### config.mk
export PLATFORM = sky130hd
export DESIGN_NAME = dadda_seq_32
export DESIGN_NICKNAME = d
export VERILOG_FILES = /design/src/rtl/dadda_pkg.sv /design/src/rtl/dadda_8.sv /design/src/rtl/dadda_seq_32.sv
export SDC_FILE = /design/constraint.sdc
export NUM_CORES = 1
export LEC_CHECK = 0
export BUFFER_PORTS_ARGS = -buffer_cell sky130_fd_sc_hd__buf_2
export CORE_ASPECT_RATIO = 0.6
export CORE_MARGIN = 2
export CORE_UTILIZATION = 45
export CTS_BUF_LIST = sky130_fd_sc_hd__clkbuf_16
export CTS_CLUSTER_SIZE = 30
export DETAILED_ROUTE_END_ITERATION = 8
export PLACE_DENSITY = 0.73
export SYNTH_ARGS = -nofsm -noshare
export SYNTH_HDL_FRONTEND = slang
export SYNTH_SLANG_ARGS = --single-unit
### constraint.sdc
create_clock -name clk -period 10.8 [get_ports clk]
set_input_delay 1.08 -clock clk [delete_from_list [all_inputs] [get_ports clk]]
set_output_delay 1.08 -clock clk [all_outputs]
set_load 0.01 [all_outputs]
### src/rtl/dadda_pkg.sv
`default_nettype none
// ============================================================================
// Module   : dadda_pkg
// Purpose  : Shared widths, FSM encoding and carry-save helpers for the
//            tiled 32x32 Dadda multiplier.
// Revision : 1.0 - initial release
// ============================================================================
package dadda_pkg;

  localparam int TILE_W         = 8;
  localparam int N_TILES_PER_OP = 4;
  localparam int N_TILES        = 16;
  localparam int OP_W           = 32;
  localparam int PROD_W         = 64;
  localparam int CNT_W          = $clog2(N_TILES);

  typedef enum logic [1:0] {
    IDLE = 2'd0,
    MUL  = 2'd1,
    DONE = 2'd2
  } state_t;

  function automatic logic [2*TILE_W-1:0] csaSum(
    input logic [2*TILE_W-1:0] x,
    input logic [2*TILE_W-1:0] y,
    input logic [2*TILE_W-1:0] z
  );
    return x ^ y ^ z;
  endfunction

  function automatic logic [2*TILE_W-1:0] csaCarry(
    input logic [2*TILE_W-1:0] x,
    input logic [2*TILE_W-1:0] y,
    input logic [2*TILE_W-1:0] z
  );
    return ((x & y) | (x & z) | (y & z)) << 1;
  endfunction

endpackage
`default_nettype wire

### src/rtl/dadda_8.sv
`default_nettype none
// ============================================================================
// Module   : dadda_8
// Purpose  : Combinational 8x8 unsigned multiplier, Dadda-style reduction of
//            eight partial-product rows through heights 6-4-3-2.
// Revision : 1.0 - initial release
// ============================================================================
import dadda_pkg::*;

module dadda_8 (
  input  logic [TILE_W-1:0]   x,
  input  logic [TILE_W-1:0]   y,
  output logic [2*TILE_W-1:0] prod
);

  logic [2*TILE_W-1:0] w_row [TILE_W];

  generate
    for (genvar g = 0; g < TILE_W; g++) begin : g_pp
      assign w_row[g] = (2*TILE_W)'(x & {TILE_W{y[g]}}) << g;
    end
  endgenerate

  // Truncating to 16 bits is safe: the exact product never exceeds 16 bits.
  logic [2*TILE_W-1:0] w_s1a, w_c1a, w_s1b, w_c1b;
  logic [2*TILE_W-1:0] w_s2a, w_c2a, w_s2b, w_c2b;
  logic [2*TILE_W-1:0] w_s3, w_c3, w_s4, w_c4;

  assign w_s1a = csaSum  (w_row[0], w_row[1], w_row[2]);
  assign w_c1a = csaCarry(w_row[0], w_row[1], w_row[2]);
  assign w_s1b = csaSum  (w_row[3], w_row[4], w_row[5]);
  assign w_c1b = csaCarry(w_row[3], w_row[4], w_row[5]);

  assign w_s2a = csaSum  (w_s1a, w_c1a, w_s1b);
  assign w_c2a = csaCarry(w_s1a, w_c1a, w_s1b);
  assign w_s2b = csaSum  (w_c1b, w_row[6], w_row[7]);
  assign w_c2b = csaCarry(w_c1b, w_row[6], w_row[7]);

  assign w_s3  = csaSum  (w_s2a, w_c2a, w_s2b);
  assign w_c3  = csaCarry(w_s2a, w_c2a, w_s2b);

  assign w_s4  = csaSum  (w_s3, w_c3, w_c2b);
  assign w_c4  = csaCarry(w_s3, w_c3, w_c2b);

  assign prod  = w_s4 + w_c4;

endmodule
`default_nettype wire

### src/rtl/dadda_seq_32.sv
`default_nettype none
// ============================================================================
// Module   : dadda_seq_32
// Purpose  : 32x32 unsigned multiplier iterating 16 byte tiles through one
//            dadda_8. Define DADDA_SEQ_ZERO_SKIP_EN to short-cut zero operands.
// Revision : 1.0 - initial release
// ============================================================================
import dadda_pkg::*;

module dadda_seq_32 (
  input  logic              clk,
  input  logic              rst,
  input  logic              in_valid,
  output logic              in_ready,
  input  logic [OP_W-1:0]   a,
  input  logic [OP_W-1:0]   b,
  output logic              out_valid,
  input  logic              out_ready,
  output logic [PROD_W-1:0] p,
  output logic              busy
);

  state_t              r_state;
  logic [OP_W-1:0]     r_opA, r_opB;
  logic [PROD_W-1:0]   r_accumulator, r_product;
  logic [CNT_W-1:0]    r_counter;
  logic                r_inReady, r_outValid, r_busy;

  logic [1:0]          w_i, w_j;
  logic [TILE_W-1:0]   w_aByte, w_bByte;
  logic [2*TILE_W-1:0] w_tileProd;
  logic [5:0]          w_shiftAmt;
  logic [PROD_W-1:0]   w_addend, w_accumNext;

  assign w_i        = r_counter[1:0];
  assign w_j        = r_counter[3:2];
  assign w_aByte    = r_opA[TILE_W*w_i +: TILE_W];
  assign w_bByte    = r_opB[TILE_W*w_j +: TILE_W];
  assign w_shiftAmt = {3'(w_i) + 3'(w_j), 3'b000};
  assign w_addend   = PROD_W'(w_tileProd) << w_shiftAmt;
  assign w_accumNext = r_accumulator + w_addend;

  dadda_8 u_dadda8 (
    .x    (w_aByte),
    .y    (w_bByte),
    .prod (w_tileProd)
  );

  always_ff @(posedge clk) begin
    if (rst) begin
      r_state       <= IDLE;
      r_opA         <= '0;
      r_opB         <= '0;
      r_accumulator <= '0;
      r_counter     <= '0;
      r_product     <= '0;
      r_inReady     <= 1'b1;
      r_outValid    <= 1'b0;
      r_busy        <= 1'b0;
    end else begin
      case (r_state)
        IDLE: begin
          if (in_valid && r_inReady) begin
            r_opA         <= a;
            r_opB         <= b;
            r_accumulator <= '0;
            r_counter     <= '0;
            r_inReady     <= 1'b0;
            r_busy        <= 1'b1;
`ifdef DADDA_SEQ_ZERO_SKIP_EN
            if (a == '0 || b == '0) begin
              r_state    <= DONE;
              r_product  <= '0;
              r_outValid <= 1'b1;
            end else begin
              r_state    <= MUL;
            end
`else
            r_state       <= MUL;
`endif
          end
        end
        MUL: begin
          r_accumulator <= w_accumNext;
          r_counter     <= r_counter + 1'b1;
          if (r_counter == CNT_W'(N_TILES - 1)) begin
            r_product  <= w_accumNext;
            r_state    <= DONE;
            r_outValid <= 1'b1;
          end
        end
        DONE: begin
          if (out_ready) begin
            r_state    <= IDLE;
            r_outValid <= 1'b0;
            r_inReady  <= 1'b1;
            r_busy     <= 1'b0;
          end
        end
        default: begin
          r_state    <= IDLE;
          r_outValid <= 1'b0;
          r_inReady  <= 1'b1;
          r_busy     <= 1'b0;
        end
      endcase
    end
  end

  assign in_ready  = r_inReady;
  assign out_valid = r_outValid;
  assign busy      = r_busy;
  assign p         = r_product;

endmodule
`default_nettype wire

# Yosys cells after proc, flatten, opt, wreduce, memory -nomap -nowiden
# Index checks and enable logic that the tools add are counted.
dict set report classes {
  mux 16
  addsub 4
  n_eq_ne 6
  reduce_logical 9
  n_shift 3
  bitwise_logic 52
}
# op count
set ops {}
lappend ops {{15-bit AND} 18}
lappend ops {{15-bit bitwise OR} 12}
lappend ops {{64-bit one-hot mux with 2 select lines} 1}
lappend ops {{16-bit XOR} 8}
lappend ops {{64-bit adder} 1}
lappend ops {{8-bit AND} 8}
lappend ops {{64-bit 2-to-1 mux} 1}
lappend ops {{32-bit by 6-bit variable part select with 8-bit output} 2}
lappend ops {{16-bit by 6-bit left shift with 64-bit output} 1}
lappend ops {{16-bit adder} 1}
lappend ops {{16-bit by 10-bit XOR with 16-bit output} 1}
lappend ops {{16-bit by 13-bit XOR with 16-bit output} 1}
lappend ops {{16-bit by 14-bit XOR with 16-bit output} 1}
lappend ops {{16-bit by 15-bit XOR with 16-bit output} 1}
lappend ops {{1-bit one-hot mux with 3 select lines} 3}
lappend ops {{3-bit AND reduction} 3}
lappend ops {{4-bit one-hot mux with 2 select lines} 1}
lappend ops {{2-bit 2-to-1 mux} 3}
lappend ops {{2-bit != test, second input constant} 3}
lappend ops {{2-bit one-hot mux with 3 select lines} 1}
lappend ops {{2-bit AND reduction} 3}
lappend ops {{1-bit 2-to-1 mux} 5}
lappend ops {{4-bit by 1-bit adder with 4-bit output, second input constant} 1}
lappend ops {{4-bit == test, second input constant} 1}
lappend ops {{other kinds (8)} 9}
dict set report word_totals {
  reg_bits 201
  word_cells 99
}

# Logic depth before layout (Yosys ltp)
# Gate-level depths: netlist (run 1).
dict set report depth {
  depth_word 18
  depth_mapped 35
}

# Cells and area by module
# From an unflattened synthesis (run 1), not the netlist that was laid out.
dict set report hier_totals {
  hier_cells 1744
  area_unflattened_um2 13605.5
}
# module area_per_inst_um2 n_inst cells_each
set modules_own_cells {}
lappend modules_own_cells {dadda_seq_32 11732.5 1 1538}
lappend modules_own_cells {dadda_8 1873.0 1 206}

# Worst setup path before layout (run 1)
# Ideal clock, no wire load.
dict set report synth_path {
  kind {reg-to-reg}
  from {reg r_counter[0]}
  to {reg r_accumulator[63]}
  n_path_buf 2
  synth_period_minus_slack_ns 8.525
  path_stages_with_launch 32
  slack_ns 2.275
  t_arrival_ns 8.455
  setup_ns 0.070
  t_required_ns 10.730
  path_cell_list {dfxtp_1 -> buf_1 -> mux4_2 -> and2_1 -> fa_1 -> inv_1 -> fa_1 -> fa_1 -> fa_1 -> inv_1 -> ha_1 -> nor2b_1 -> o31a_1 -> o211ai_1 -> a21oi_1 -> a2111oi_0 -> xnor2_1 -> mux2i_1 -> nor2_1 -> ha_1 -> buf_4 -> nand4_1 -> or4_1 -> or3_1 -> o22a_1 -> a21oi_4 -> a32o_2 -> nor3_2 -> o41a_1 -> xor2_1 -> or3_1 -> o21ai_1}
}
dict set report synth_between {
  elab_chain_len 18
  elab_cells_between_ends 56
  classes_between {3 x add/sub; 2 x shift; 1 x mux; 50 x bitwise}
}
# element line_no
set synth_rtl {}
lappend synth_rtl {{start: declaration} dadda_seq_32.sv:26} ;# logic [CNT_W-1:0] r_counter;
lappend synth_rtl {{start signal: assignment} dadda_seq_32.sv:85} ;# r_counter <= r_counter + 1'b1;
lappend synth_rtl {{32-bit by 6-bit variable part select with 8-bit output} dadda_seq_32.sv:37} ;# assign w_aByte = r_opA[TILE_W*w_i +: TILE_W];
lappend synth_rtl {{8-bit AND} dadda_8.sv:20} ;# assign w_row[g] = (2*TILE_W)'(x & {TILE_W{y[g]}}) << g;
lappend synth_rtl {{15-bit AND} dadda_pkg.sv:36} ;# return ((x & y) | (x & z) | (y & z)) << 1;
lappend synth_rtl {{15-bit bitwise OR (2 in a row)} dadda_pkg.sv:36}
lappend synth_rtl {{15-bit AND} dadda_pkg.sv:36}
lappend synth_rtl {{15-bit bitwise OR (2 in a row)} dadda_pkg.sv:36}
lappend synth_rtl {{15-bit AND} dadda_pkg.sv:36}
lappend synth_rtl {{15-bit bitwise OR (2 in a row)} dadda_pkg.sv:36}
lappend synth_rtl {{15-bit AND} dadda_pkg.sv:36}
lappend synth_rtl {{15-bit bitwise OR (2 in a row)} dadda_pkg.sv:36}
lappend synth_rtl {{16-bit adder} dadda_8.sv:45} ;# assign prod = w_s4 + w_c4;
lappend synth_rtl {{16-bit by 6-bit left shift with 64-bit output (*)} dadda_seq_32.sv:40} ;# assign w_addend = PROD_W'(w_tileProd) << w_shiftAmt;
lappend synth_rtl {{64-bit adder (*)} dadda_seq_32.sv:41} ;# assign w_accumNext = r_accumulator + w_addend;
lappend synth_rtl {{64-bit one-hot mux with 2 select lines (*)} dadda_seq_32.sv:61} ;# case (r_state)
lappend synth_rtl {{end signal: assignment} dadda_seq_32.sv:84} ;# r_accumulator <= w_accumNext;
lappend synth_rtl {{end: declaration} dadda_seq_32.sv:25} ;# logic [PROD_W-1:0] r_accumulator, r_product;
# Mark *: on every way between the ends. The rest lies on a longest branch, timed or not.
# A chain may end at the register's enable or synchronous reset.

# Worst setup path after layout (run 1)
dict set report layout_path {
  from {reg r_counter[0]}
  to {reg r_product[61] (netlist: p[61])}
}
dict set report layout_between {
  elab_chain_len 17
  elab_cells_between_ends 57
  classes_between {3 x add/sub; 1 x eq/ne; 2 x shift; 50 x bitwise; 1 x reduce/logical}
}
# element line_no
set layout_rtl {}
lappend layout_rtl {{32-bit by 6-bit variable part select with 8-bit output} dadda_seq_32.sv:37}
lappend layout_rtl {{8-bit AND} dadda_8.sv:20}
lappend layout_rtl {{15-bit AND} dadda_pkg.sv:36}
lappend layout_rtl {{15-bit bitwise OR (2 in a row)} dadda_pkg.sv:36}
lappend layout_rtl {{15-bit AND} dadda_pkg.sv:36}
lappend layout_rtl {{15-bit bitwise OR (2 in a row)} dadda_pkg.sv:36}
lappend layout_rtl {{15-bit AND} dadda_pkg.sv:36}
lappend layout_rtl {{15-bit bitwise OR (2 in a row)} dadda_pkg.sv:36}
lappend layout_rtl {{15-bit AND} dadda_pkg.sv:36}
lappend layout_rtl {{15-bit bitwise OR (2 in a row)} dadda_pkg.sv:36}
lappend layout_rtl {{16-bit adder} dadda_8.sv:45}
lappend layout_rtl {{16-bit by 6-bit left shift with 64-bit output} dadda_seq_32.sv:40}
lappend layout_rtl {{64-bit adder} dadda_seq_32.sv:41}
lappend layout_rtl {{end signal: assignment} dadda_seq_32.sv:87} ;# r_product <= w_accumNext;
lappend layout_rtl {{end: declaration} dadda_seq_32.sv:25}
# Several ways; a longest one is shown, not always the timed one.

==> results of run 1 <==
==> where the power goes <==
group / internal (mW) / leakage, nW / total, mW / switching, mW
registers: 0.759 / 1.63 / 0.773 / 0.0139
clock network: 0.400 / 0.325 / 0.712 / 0.312
logic: 0.0561 / 4.42 / 0.175 / 0.119
==> metal layers <==
layer | GRT usage [%] | up-vias
li1 | - | 6149
met1 | 40.6 | 6058
met2 | 34.7 | 505
met3 | 6.27 | 52
met4 | 4.54 | 0
met5 | 0 | -
==> path summary, 6_finish.rpt <==
check,startpoint,to,slack [ns],depth (start not counted)
max,r_counter[0],p[61],1.04,29
min,p[15],p[15],0.45,2
max reg2reg,r_counter[0],p[61],1.04,29
min reg2reg,p[15],p[15],0.45,2
==> worst max-delay path: cells and delay by family, from the launching register on <==
kind	cells	cell delay, ns
AND/OR/NAND/NOR	6	0.86
AO/OA/AOI/OAI	11	3.64
flip-flops	1	0.78
buffers and inverters	2	0.09
adder cells (fa/ha/maj)	6	2.77
multiplexers	2	1.12
XOR/XNOR	2	0.38
==> final cells by class <==
class                           count  area, sq um
Clock buffer                       21          526
Multi-Input combinational cell   1376         8870
Timing Repair Buffer              146          767
Fill cell                        2874        14700
Sequential cell                   201         4020
Tap cell                          408          510
Inverter                           56          210
Clock inverter                     14          119
==> cell families (layout without fill, tap and decap cells) <==
logic type / after synthesis / count (layout) / share of synthesized area (%)
buffers and inverters: 169 / 237 / 4.78
AO/OA/AOI/OAI: 470 / 470 / 21.1
multiplexers: 22 / 22 / 3.11
flip-flops: 201 / 201 / 29.8
AND/OR/NAND/NOR: 685 / 685 / 22.4
adder cells (fa/ha/maj): 131 / 131 / 14.4
XOR/XNOR: 68 / 68 / 4.41
==> registers in the layout, indices dropped and copies added (netlist names) <==
register,cells
r_opA,32
in_ready,1
r_accumulator,64
r_state,2
p,64
r_opB,32
out_valid,1
r_counter,4
busy,1
==> through the flow <==
| stage | hold WS, ns | instances | worst slack, ns |
|---|---|---|---|
| floorplan | 0.432 | 1746 | 2.28 |
| global placement | 0.440 | 2187 | 1.62 |
| detailed placement | 0.443 | 2187 | 1.34 |
| CTS | 0.452 | 2222 | 1.30 |
| global route | 0.470 | 2222 | 0.582 |
| finish | 0.449 | 2222 | 1.04 |
==> Yosys cell counts, types with 16 or more instances <==
library cell               instances  share of area (%)
sky130_fd_sc_hd__nand4_1          22                1.0
sky130_fd_sc_hd__o21ai_0          49                1.8
sky130_fd_sc_hd__nor3_1           22               0.81
sky130_fd_sc_hd__clkbuf_1         95                2.6
sky130_fd_sc_hd__dfxtp_1         201                 30
sky130_fd_sc_hd__nor2_1          105                2.9
sky130_fd_sc_hd__nor2b_1          21               0.97
sky130_fd_sc_hd__a21o_1           39                2.2
sky130_fd_sc_hd__and2_1           49                2.3
sky130_fd_sc_hd__inv_1            56                1.6
sky130_fd_sc_hd__xor2_1           28                1.8
sky130_fd_sc_hd__a22o_1           23                1.5
sky130_fd_sc_hd__fa_1             41                6.1
sky130_fd_sc_hd__nand3_1          58                2.1
sky130_fd_sc_hd__mux4_2           16                2.7
sky130_fd_sc_hd__nand2_1         363                 10
sky130_fd_sc_hd__ha_1             90                8.3
sky130_fd_sc_hd__o21bai_1         18                1.0
sky130_fd_sc_hd__a21oi_1         255                9.4
sky130_fd_sc_hd__xnor2_1          40                2.6
==> results.cfg, run 1 <==
[status]
result_of_the_run = finished, final reports clean

[timing]
final.period_utilization_pct = 90.4
rsz_0062_raised_after_global_routing = false
fmaxAchievable_ghz = 0.102
max_slew.worst_pin.slew_ns = 1.19
max_slew_violation_total_from_the_final_report = 0
finalHoldViolations = 0
slew-limit-headroom_pct = 18.8
timing.setup.tns_ns = 0
final.setup_skew_ns = 0.0161
period_minus_slack_ns = 9.76
setup_viol_count_final = 0

[logic_synthesis]
dominantRegCellSynth = sky130_fd_sc_hd__dfxtp_1
synth_nets = 1945
synth_area_per_cell_sq_um = 7.74
post_synth_design_cell_area_sq_um = 13500
synth-edff-count = 0
synth_cells = 1746
synth.yosys.seq_area_share_pct = 29.8
yosys_warnings = 0
postSynthRegisterBits = 201
synth_cell_types = 67
synthArstFlopShare_pct = 0

[route]
via_count = 12800
routed.top_layer = met4
firstDrtPassIters = 6
vias_per_cell = 5.74
wl_met3_mm = 3.88
route.layer.met1.wl_mm = 20.6
drt_wl_total_mm = 40.7
drt_iter0_markers = 1355
met2_length_mm = 15.5
postRouteAntennaNets = 0
drt_drc = 0
post_drt_wl_per_cell_um = 18.3

[global_routing]
grt_use_total_pct = 25.6
largest_net_degree_at_the_start_of_global_routing = 125
grt_pass1_vias = 12000
grt_pass1_wl_mm = 65.6
grt_antenna_before_repair = 0
grt-ovfl-total = 0

[power_and_ir_drop]
powerDensity_nw_per_um2 = 111
worst_ir_drop_vdd_mv = 0.109
power.static_leakage_nw = 6.37
design_power_mw = 1.66

[floorplanning]
design.core.area_sq_um = 29700
core.rowCount = 49
die_height_um = 138
floorplan.die_area_sq_um = 31500
boundaryPins = 135
die_w_um = 228
start_util_pct = 45.4

[setup_path]
setup.worst_path.start_class = flop
critPathKind = flop to flop
critical_path_required_ns = 11.24
worst-endpoint-arrival_ns = 10.20
timing.critical_path.slowest_stage_cell = sky130_fd_sc_hd__a2111oi_0
peak_fanout_along_the_critical_path = 13
slowest_delay_ns = 0.99
end_kind = flop

[cts]
cts_sinks = 201
clk_pin_slew_worst_paths_ns = 0.06
post_cts.repair.setup_buffers = 0
h-tree-depth = 1
post_cts_hold_buffer_count = 0
worstSkewPairLatency_ns = 0.53
clock_buffer_depth = 3
cts-buffers-inserted = 21
cts_root_buffer = sky130_fd_sc_hd__clkbuf_16
post_cts_resized = 0
tritoncts = done

[cells_and_area]
most_frequent_cells_in_the_layout = sky130_fd_sc_hd__nand2_1 (363), sky130_fd_sc_hd__a21oi_1 (255), sky130_fd_sc_hd__dfxtp_1 (201)
design.final.nets = 2001
mostFrequentLayoutCell = sky130_fd_sc_hd__nand2_1
final_layout_size_suffix_gt1_share_pct = 11.2
fin_area_sq_um = 15000
num_antenna_cells = 0
finish.utilization_pct = 50.5
flow.area_growth_from_synthesis_pct = 11.2

[place]
portBuffers = 134
dpl_cell_area_sq_um = 14400
gp_congestion = 0.990
dp_hpwl_mm = 30.5

[flow_run]
cap_viol_max_count = 0

[min_path]
worstHoldPathType = flop to flop
No activity file was read; power rests on OpenSTA's default activity.
==> run 2: changes to the inputs <==
Settings changed: RECOVER_POWER from default to 50.
==> run 2 against run 1 <==
Net effect: the flow now finishes with violations (max-capacitance violations, max-slew violations); die area did not move; clock power barely moved; wire length barely moved; final cell count did not move; sequential power barely moved; first-iteration DRC count fell by 1.3%; global-route usage did not move; worst hold slack improved by 0.0026 ns; clock skew fell by 0.0034 ns.
==> results.cfg, run 2 (synthesis gave the netlist of run 1 again) <==
[status]
result_of_the_run = complete, but fails checks
violations = max-capacitance violations, max-slew violations

[timing]
rsz_0062_raised_after_global_routing = false
setup_viol_count_final = 0
fmaxAchievable_ghz = 0.102
timing.setup.tns_ns = 0
final.setup_skew_ns = 0.0127
whs_ns = 0.452
finalHoldViolations = 0
period_minus_slack_ns = 9.83
final.period_utilization_pct = 91.0
max_slew.worst_pin.slew_ns = 5.44
max_slew_violation_total_from_the_final_report = 185
slew-limit-headroom_pct = -263

[setup_path]
timing.reg2reg.worst_path_depth = 29
setup.worst_path.start_class = flop
timing.reg2reg.setup_slack_ns = 0.97
peak_fanout_along_the_critical_path = 13
end_kind = flop
slowest_delay_ns = 1.00
worst-endpoint-arrival_ns = 10.23
critical_path_required_ns = 11.20
timing.critical_path.slowest_stage_cell = sky130_fd_sc_hd__a2111oi_0
critPathKind = flop to flop

[route]
drt_iter0_markers = 1338
vias_per_cell = 5.76
drt_wl_total_mm = 40.6
via_count = 12800
firstDrtPassIters = 5
drt_drc = 0
postRouteAntennaNets = 0
post_drt_wl_per_cell_um = 18.3

[floorplanning]
die_w_um = 228
core.rowCount = 49
boundaryPins = 135
die_height_um = 138
design.core.area_sq_um = 29700
floorplan.die_area_sq_um = 31500
start_util_pct = 45.4

[cts]
tritoncts = done
worstSkewPairLatency_ns = 0.53
clk_pin_slew_worst_paths_ns = 0.06
clock_buffer_depth = 3
post_cts.repair.setup_buffers = 0
cts_root_buffer = sky130_fd_sc_hd__clkbuf_16
post_cts_hold_buffer_count = 0
cts-buffers-inserted = 21
h-tree-depth = 1
post_cts_resized = 0
cts_sinks = 201

[min_path]
worstHoldPathType = flop to flop
min_delay_path_depth = 2

[global_routing]
grt_pass1_vias = 12000
largest_net_degree_at_the_start_of_global_routing = 125
grt-ovfl-total = 0
grt_antenna_before_repair = 0
grt_use_total_pct = 25.6
grt_pass1_wl_mm = 65.6

[cells_and_area]
num_antenna_cells = 0
most_frequent_cells_in_the_layout = sky130_fd_sc_hd__nand2_1 (363), sky130_fd_sc_hd__a21oi_1 (255), sky130_fd_sc_hd__dfxtp_1 (201)
fillerInstances = 2905
design.final.nets = 2001
final_layout_size_suffix_gt1_share_pct = 7.39
finish.utilization_pct = 50.2
mostFrequentLayoutCell = sky130_fd_sc_hd__nand2_1
stdcell_count = 2222
flow.area_growth_from_synthesis_pct = 10.5

[flow_run]
cap_viol_max_count = 2

[power_and_ir_drop]
powerDensity_nw_per_um2 = 111
power.static_leakage_nw = 6.07
design_power_mw = 1.66
worst_ir_drop_vdd_mv = 0.109

[place]
gp_congestion = 0.990
dpl.cell_count = 2187
dp_hpwl_mm = 30.5
portBuffers = 134
run 2: worst max-delay path, delay by kind of cell, from the launching register on:
kind / cells / cell delay [ns]
XOR/XNOR: 2 / 0.38
AO/OA/AOI/OAI: 11 / 3.67
buffers and inverters: 2 / 0.09
AND/OR/NAND/NOR: 6 / 0.89
adder cells (fa/ha/maj): 6 / 2.78
multiplexers: 2 / 1.12
flip-flops: 1 / 0.78
run 2: metrics by stage:
stage          instance area [sq um]  worst slack [ns]
4_1_cts                        15000              1.30
2_1_floorplan                  13500              2.28
5_1_grt                        14900             0.545
6_report                       14900             0.974
3_3_place_gp                   14400              1.62
3_5_place_dp                   14400              1.34
run 2: metal layers:
metal	routed length, um	vias up	share of wire [%]	global-route usage, %
met5	0	-	0	0
met4	649	0	1.6	4.54
met3	4030	55	9.9	6.27
met2	15400	526	38	34.7
met1	20500	6078	51	40.6
li1	-	6145	-	-
run 2: area by class of cell:
type	instances	area [sq um]	area share (%)
clock inverters	14	119	0.796
clock buffers	21	526	3.52
multi-input cells	1376	8870	59.4
flip-flops and latches	201	4020	27.0
repair buffers	146	672	4.50
well taps	408	510	3.42
inverters	56	210	1.41
run 2: final timing paths:
kind	start	end
max reg2reg	r_counter[2]	p[61]
min	r_opA[29]	r_opA[29]
min reg2reg	r_opA[29]	r_opA[29]
max	r_counter[2]	p[61]
run 2: where the power goes:
part	leakage, nW	switching [mW]	internal [mW]
clock network	0.325	0.314	0.400
logic	4.12	0.119	0.0565
registers	1.63	0.0139	0.760
total	6.07	0.447	1.22
